### src/rtl/id_ex_pipeline.sv
// ID/EX pipeline register: captures decoded control, operands and register fields,
// extends the immediate, detects load-use hazards, applies flush/hold and counts bubbles.
`timescale 1ns/1ps
module id_ex_pipeline #(
    parameter int DATA_W  = 32,
    parameter int RADDR_W = 5,
    parameter int CNT_W   = 16
) (
    input  logic               clk,
    input  logic               reset,
    input  logic               id_reg_dst,
    input  logic               id_alu_src,
    input  logic               id_mem_to_reg,
    input  logic               id_reg_write,
    input  logic               id_mem_read,
    input  logic               id_mem_write,
    input  logic               id_branch,
    input  logic               id_jump,
    input  logic               id_sign_zero,
    input  logic [1:0]         id_alu_op,
    input  logic [DATA_W-1:0]  id_pc4,
    input  logic [DATA_W-1:0]  id_rdata1,
    input  logic [DATA_W-1:0]  id_rdata2,
    input  logic [15:0]        id_imm,
    input  logic [RADDR_W-1:0] id_rs,
    input  logic [RADDR_W-1:0] id_rt,
    input  logic [RADDR_W-1:0] id_rd,
    input  logic               flush,
    input  logic               hold,
    output logic               ex_reg_write,
    output logic               ex_alu_src,
    output logic               ex_mem_to_reg,
    output logic               ex_mem_read,
    output logic               ex_mem_write,
    output logic               ex_branch,
    output logic               ex_jump,
    output logic [1:0]         ex_alu_op,
    output logic [DATA_W-1:0]  ex_pc4,
    output logic [DATA_W-1:0]  ex_rdata1,
    output logic [DATA_W-1:0]  ex_rdata2,
    output logic [DATA_W-1:0]  ex_imm,
    output logic [RADDR_W-1:0] ex_rs,
    output logic [RADDR_W-1:0] ex_rt,
    output logic [RADDR_W-1:0] ex_dst,
    output logic               hazard_stall,
    output logic [CNT_W-1:0]   bubble_count
);

    // Control vector layout: {reg_write, alu_src, mem_to_reg, mem_read, mem_write, branch, jump, alu_op[1:0]}
    localparam int CTRL_W        = 9;
    localparam int CTRL_MEM_READ = 5;

    function automatic logic [DATA_W-1:0] extend_imm(input logic [15:0] imm, input logic zero_ext);
        logic fill;
        if (zero_ext) begin
            fill = 1'b0;
        end else begin
            fill = imm[15];
        end
        extend_imm = {{(DATA_W-16){fill}}, imm};
    endfunction

    logic [CTRL_W-1:0]  id_ctrl_s;
    logic [CTRL_W-1:0]  ctrl_next_s;
    logic [RADDR_W-1:0] dst_next_s;
    logic [DATA_W-1:0]  imm_next_s;
    logic [CNT_W-1:0]   cnt_next_s;
    logic               load_use_s;
    logic               hazard_stall_s;
    logic               bubble_s;
    logic               capture_s;

    logic [CTRL_W-1:0]  ctrl_r;
    logic [DATA_W-1:0]  pc4_r;
    logic [DATA_W-1:0]  rdata1_r;
    logic [DATA_W-1:0]  rdata2_r;
    logic [DATA_W-1:0]  imm_r;
    logic [RADDR_W-1:0] rs_r;
    logic [RADDR_W-1:0] rt_r;
    logic [RADDR_W-1:0] dst_r;
    logic [CNT_W-1:0]   cnt_r;

    assign id_ctrl_s = {id_reg_write, id_alu_src, id_mem_to_reg, id_mem_read,
                        id_mem_write, id_branch, id_jump, id_alu_op};

    // Hazard detection, per-edge action selection and next-state values
    always_comb begin
        load_use_s     = 1'b0;
        hazard_stall_s = 1'b0;
        bubble_s       = 1'b0;
        capture_s      = 1'b0;
        ctrl_next_s    = id_ctrl_s;
        dst_next_s     = id_rt;
        imm_next_s     = extend_imm(id_imm, id_sign_zero);
        cnt_next_s     = cnt_r;

        load_use_s = ctrl_r[CTRL_MEM_READ] & (dst_r != {RADDR_W{1'b0}}) &
                     ((dst_r == id_rs) | (dst_r == id_rt));
        hazard_stall_s = load_use_s & ~flush & ~hold;
        // A flush overrides hold and hides any load-use so only one bubble is counted
        bubble_s  = flush | (~hold & load_use_s);
        capture_s = flush | ~hold;

        if (bubble_s) begin
            ctrl_next_s = {CTRL_W{1'b0}};
        end else begin
            ctrl_next_s = id_ctrl_s;
        end

        if (id_reg_dst) begin
            dst_next_s = id_rd;
        end else begin
            dst_next_s = id_rt;
        end

        if (bubble_s && (cnt_r != {CNT_W{1'b1}})) begin
            cnt_next_s = cnt_r + {{(CNT_W-1){1'b0}}, 1'b1};
        end else begin
            cnt_next_s = cnt_r;
        end
    end

    // Pipeline register and bubble counter; hold freezes everything
    always_ff @(posedge clk or posedge reset) begin
        if (reset) begin
            ctrl_r   <= {CTRL_W{1'b0}};
            pc4_r    <= {DATA_W{1'b0}};
            rdata1_r <= {DATA_W{1'b0}};
            rdata2_r <= {DATA_W{1'b0}};
            imm_r    <= {DATA_W{1'b0}};
            rs_r     <= {RADDR_W{1'b0}};
            rt_r     <= {RADDR_W{1'b0}};
            dst_r    <= {RADDR_W{1'b0}};
            cnt_r    <= {CNT_W{1'b0}};
        end else if (capture_s) begin
            ctrl_r   <= ctrl_next_s;
            pc4_r    <= id_pc4;
            rdata1_r <= id_rdata1;
            rdata2_r <= id_rdata2;
            imm_r    <= imm_next_s;
            rs_r     <= id_rs;
            rt_r     <= id_rt;
            dst_r    <= dst_next_s;
            cnt_r    <= cnt_next_s;
        end
    end

    assign ex_reg_write  = ctrl_r[8];
    assign ex_alu_src    = ctrl_r[7];
    assign ex_mem_to_reg = ctrl_r[6];
    assign ex_mem_read   = ctrl_r[5];
    assign ex_mem_write  = ctrl_r[4];
    assign ex_branch     = ctrl_r[3];
    assign ex_jump       = ctrl_r[2];
    assign ex_alu_op     = ctrl_r[1:0];
    assign ex_pc4        = pc4_r;
    assign ex_rdata1     = rdata1_r;
    assign ex_rdata2     = rdata2_r;
    assign ex_imm        = imm_r;
    assign ex_rs         = rs_r;
    assign ex_rt         = rt_r;
    assign ex_dst        = dst_r;
    assign hazard_stall  = hazard_stall_s;
    assign bubble_count  = cnt_r;

endmodule
### config.mk
export PLATFORM = sky130hd
export DESIGN_NAME = id_ex_pipeline
export DESIGN_NICKNAME = d
export VERILOG_FILES = /design/src/rtl/id_ex_pipeline.sv
export SDC_FILE = /design/constraint.sdc
export NUM_CORES = 1
export LEC_CHECK = 0
export CAP_MARGIN = 0
export CORE_ASPECT_RATIO = 0.6
export CORE_MARGIN = 5
export CORE_UTILIZATION = 40
export CTS_CLUSTER_DIAMETER = 200
export DETAILED_ROUTE_END_ITERATION = 8
export PLACE_DENSITY = 0.8
export SYNTH_ARGS = -nofsm -noshare
export SYNTH_HDL_FRONTEND = slang
export SYNTH_SLANG_ARGS = --single-unit
### constraint.sdc
create_clock -name clk -period 5.8 [get_ports clk]
set_clock_uncertainty 0.1 [all_clocks]
set_input_delay 1.16 -clock clk [delete_from_list [all_inputs] [get_ports clk]]
set_output_delay 1.16 -clock clk [all_outputs]
set_load 0.1 [all_outputs]
==> flow_summary.yaml <==
synth:
  synth_simple_gate_area_share_pct: 5.16
  syn_area_um2: 6230
  muxShareOfSynthArea_pct: 23.0
  yosysWarningCount: 0
  synth_fa_ha_area_share_pct: 0.201
  ys_seq_area_share_pct: 61.4
  synth_compound_area_share_pct: 3.23
  synth_area_per_cell_um2: 14.2
  synth-xor-area-share_pct: 3.23
  ys_ff_latch: 153
  yosysUniqueCellTypes: 36
  synth_top_family_by_area: "multiplexers"
  syn_inst: 439
  syn_nets: 582
die:
  rows: 35
  die_h_um: 107
  io_pins: 311
  initial_core_util_pct: 40.7
  die_area_um2: 18300
  core_area_um2: 15300
  die_w_um: 171
global_route:
  grt_pass1_wl_um: 27900
  track_usage_pct: 19.6
  grt_overflow: 0
  met3_usage_pct: 8.84
  grt_pass1_vias: 5113
  grt.met1_usage_pct: 23.8
  use_met2_pct: 32.1
  antenna_found_initial: 0
  top_usage_layer: "met2"
  grt_max_degree: 121
drt:
  drc: 0
  ant_nets: 0
  drt_iter0_drc: 189
  viasPerCell: 4.81
  wl_per_cell_um: 19.1
  firstDrtPassIters: 4
  wl_um: 18200
  via_count: 4574
pwr:
  powerDensity_nw_per_um2: 367
  peakVddDrop_mv: 0.409
  p_leak_nw: 4.10
timing:
  tns_ns: 0
  hold_slack_ns: 0.401
  final-hold-violation-count: 0
  maxSlewHeadroom_pct: 27.9
  period_share_pct: 76.6
  rsz0062_at_grt: "false"
  worst_slew_pin_slew_ns: 1.08
  fmax_mhz: 225
  fin_crit_ns: 4.44
  drv_slew: 0
  final-setup-viol-count: 0
place:
  hpwl_um: 13700
  postPlaceCellArea_um2: 9420
  port_buffers: 310
  gp_congestion: 0.842
final_layout:
  area_growth_pct: 59.9
  drive_gt1_share_pct: 21.7
  antenna_cells: 0
  finalNetCount: 878
  utilization_pct: 65.0
  post-route-cell-area_um2: 9970
  num-fill-cells: 1137
cts:
  clkLatencyLatePin_ns: 0.40
  cts-resized-gates: 0
  root_buffer: "clkbuf_16"
  postCtsHoldBufs: 0
  path_clk_slew_ns: 0.06
  cts_buffer_depth: 2
  clock_sinks: 153
  cts_setup_buffers: 0
  cts_buffers: 17
  cts_tree: "done"
  htreeDepth: 4
outcome:
  status: "complete, no violations"
worst_hold_path:
  hold_path_class: "register to register"
critical_path:
  crit_type: "input pin to output pin"
  worstPathMaxFanout: 20
  start_kind: "input pin"
  cp-end-kind: "output pin"
  crit_required_ns: 4.54
  crit_arrival_ns: 3.18
job:
  drv_cap: 0
[routing by layer]
metal	wire [um]	share of wire [%]
met1	7050	39
met2	9050	50
met3	1840	10
met4	240	1.3
met5	0	0
[cell families (layout without fill, tap and decap cells)]
| logic type | Yosys count | in the layout |
|---|---|---|
| flops | 153 | 153 |
| simple gates | 60 | 60 |
| buf+inv | 43 | 352 |
| compound gates | 31 | 31 |
| mux | 128 | 128 |
| xor+xnor | 23 | 23 |
| fa+ha+maj | 1 | 1 |
[power by group]
group	leakage, nW	internal (mW)	switching, mW
Clock	0.256	0.570	0.461
Combinational	2.03	0.370	1.00
Sequential	1.81	1.17	0.0842
Total	4.10	2.11	1.55
[cells in the final DEF, fill, tap and decap left out, types with 2 or more instances in the layout]
cell type	synthesis	routed
clkinvlp_4	0	5
and2_1	2	2
o21ai_0	3	3
a21oi_1	14	14
clkdlybuf4s50_1	0	309
mux2_2	122	122
mux2i_1	5	5
nor3_1	4	4
dfrtp_1	153	153
clkinv_4	0	2
clkbuf_16	0	17
and3_1	2	2
inv_1	7	6
inv_6	0	6
xor2_1	6	6
nor2_1	9	9
a211oi_1	2	2
xnor2_1	17	17
nand3_1	5	5
o211ai_1	5	5
nand2_1	20	19
a22oi_1	2	2
buf_4	15	4
nand3b_1	11	11
and4_1	2	2
[synth_stat cells]
| library cell | n | area share [%] |
|---|---|---|
| a32oi_1 | 1 | 0.14 |
| clkbuf_1 | 12 | 0.72 |
| inv_1 | 7 | 0.42 |
| o21ai_4 | 1 | 0.26 |
| o22ai_1 | 1 | 0.10 |
| buf_2 | 6 | 0.48 |
| nand3b_1 | 11 | 1.3 |
| a211oi_1 | 2 | 0.24 |
| mux2_1 | 1 | 0.18 |
| a21oi_1 | 14 | 1.1 |
| mux2i_1 | 5 | 0.80 |
| ha_1 | 1 | 0.20 |
| nand2_1 | 20 | 1.2 |
| dfrtp_1 | 153 | 61 |
| or4_1 | 1 | 0.12 |
| nand4_1 | 1 | 0.10 |
| xnor2_1 | 17 | 2.4 |
| mux2_2 | 122 | 22 |
| nand3_1 | 5 | 0.40 |
| nor4b_2 | 1 | 0.24 |
| and3_1 | 2 | 0.20 |
| buf_4 | 15 | 1.8 |
| a31oi_1 | 1 | 0.10 |
| buf_1 | 2 | 0.12 |
| or2_2 | 1 | 0.10 |
| nor3b_1 | 1 | 0.12 |
| and2_1 | 2 | 0.20 |
| nor2_1 | 9 | 0.54 |
| and4_1 | 2 | 0.28 |
| a22oi_1 | 2 | 0.24 |
| xor2_1 | 6 | 0.84 |
| o21ai_0 | 3 | 0.24 |
| buf_6 | 1 | 0.18 |
| o2111a_1 | 1 | 0.18 |
| nor3_1 | 4 | 0.32 |
| o211ai_1 | 5 | 0.60 |
[final timing paths]
check | from | slack [ns] | depth (start not counted) | end
min | bubble_count[15]$_DFFE_PP0P_ | 0.40 | 1 | bubble_count[15]$_DFFE_PP0P_
max reg2reg | ex_dst[1]$_DFFE_PP0P_ | 3.47 | 6 | bubble_count[1]$_DFFE_PP0P_
min reg2reg | bubble_count[15]$_DFFE_PP0P_ | 0.40 | 1 | bubble_count[15]$_DFFE_PP0P_
min in group asynchronous | reset | 1.28 | 2 | ex_rdata1[18]$_DFFE_PP0P_
max | hold | 1.36 | 5 | hazard_stall
max in group asynchronous | reset | 3.17 | 3 | ex_rdata1[20]$_DFFE_PP0P_
[registers in the layout, indices dropped and copies added (netlist names)]
name / flops
ex_pc4: 32
ex_rdata1: 32
ex_dst: 5
bubble_count: 16
ex_rs: 5
ctrl_r: 9
ex_rt: 5
ex_imm: 17
ex_rdata2: 32
[critical path: stages]
cell	delay, ns
clkdlybuf4s50_1	0.74
nor3b_1	0.43
nand2_1	0.35
nor2_1	0.18
buf_4	0.31
[stage by stage]
step / instances / total power, mW / setup WS (ns)
after CTS: 951 / 3.70 / 1.35
final: 951 / 3.66 / 1.36
after global routing: 951 / 3.80 / 1.20
after detailed placement: 919 / 2.65 / 1.35
after floorplan: 439 / 2.26 / 0.419
after global placement: 919 / 2.63 / 1.48
[layout make-up]
type	instances	area, um^2	share of cell area [%]
clock inverters	13	110	1.10
well taps	203	254	2.55
flip-flops and latches	153	3830	38.4
repair buffers	313	3120	31.3
multi-input cells	243	2180	21.9
inverters	7	31.3	0.314
clock buffers	19	443	4.44
(Power assumes the default switching activity.)
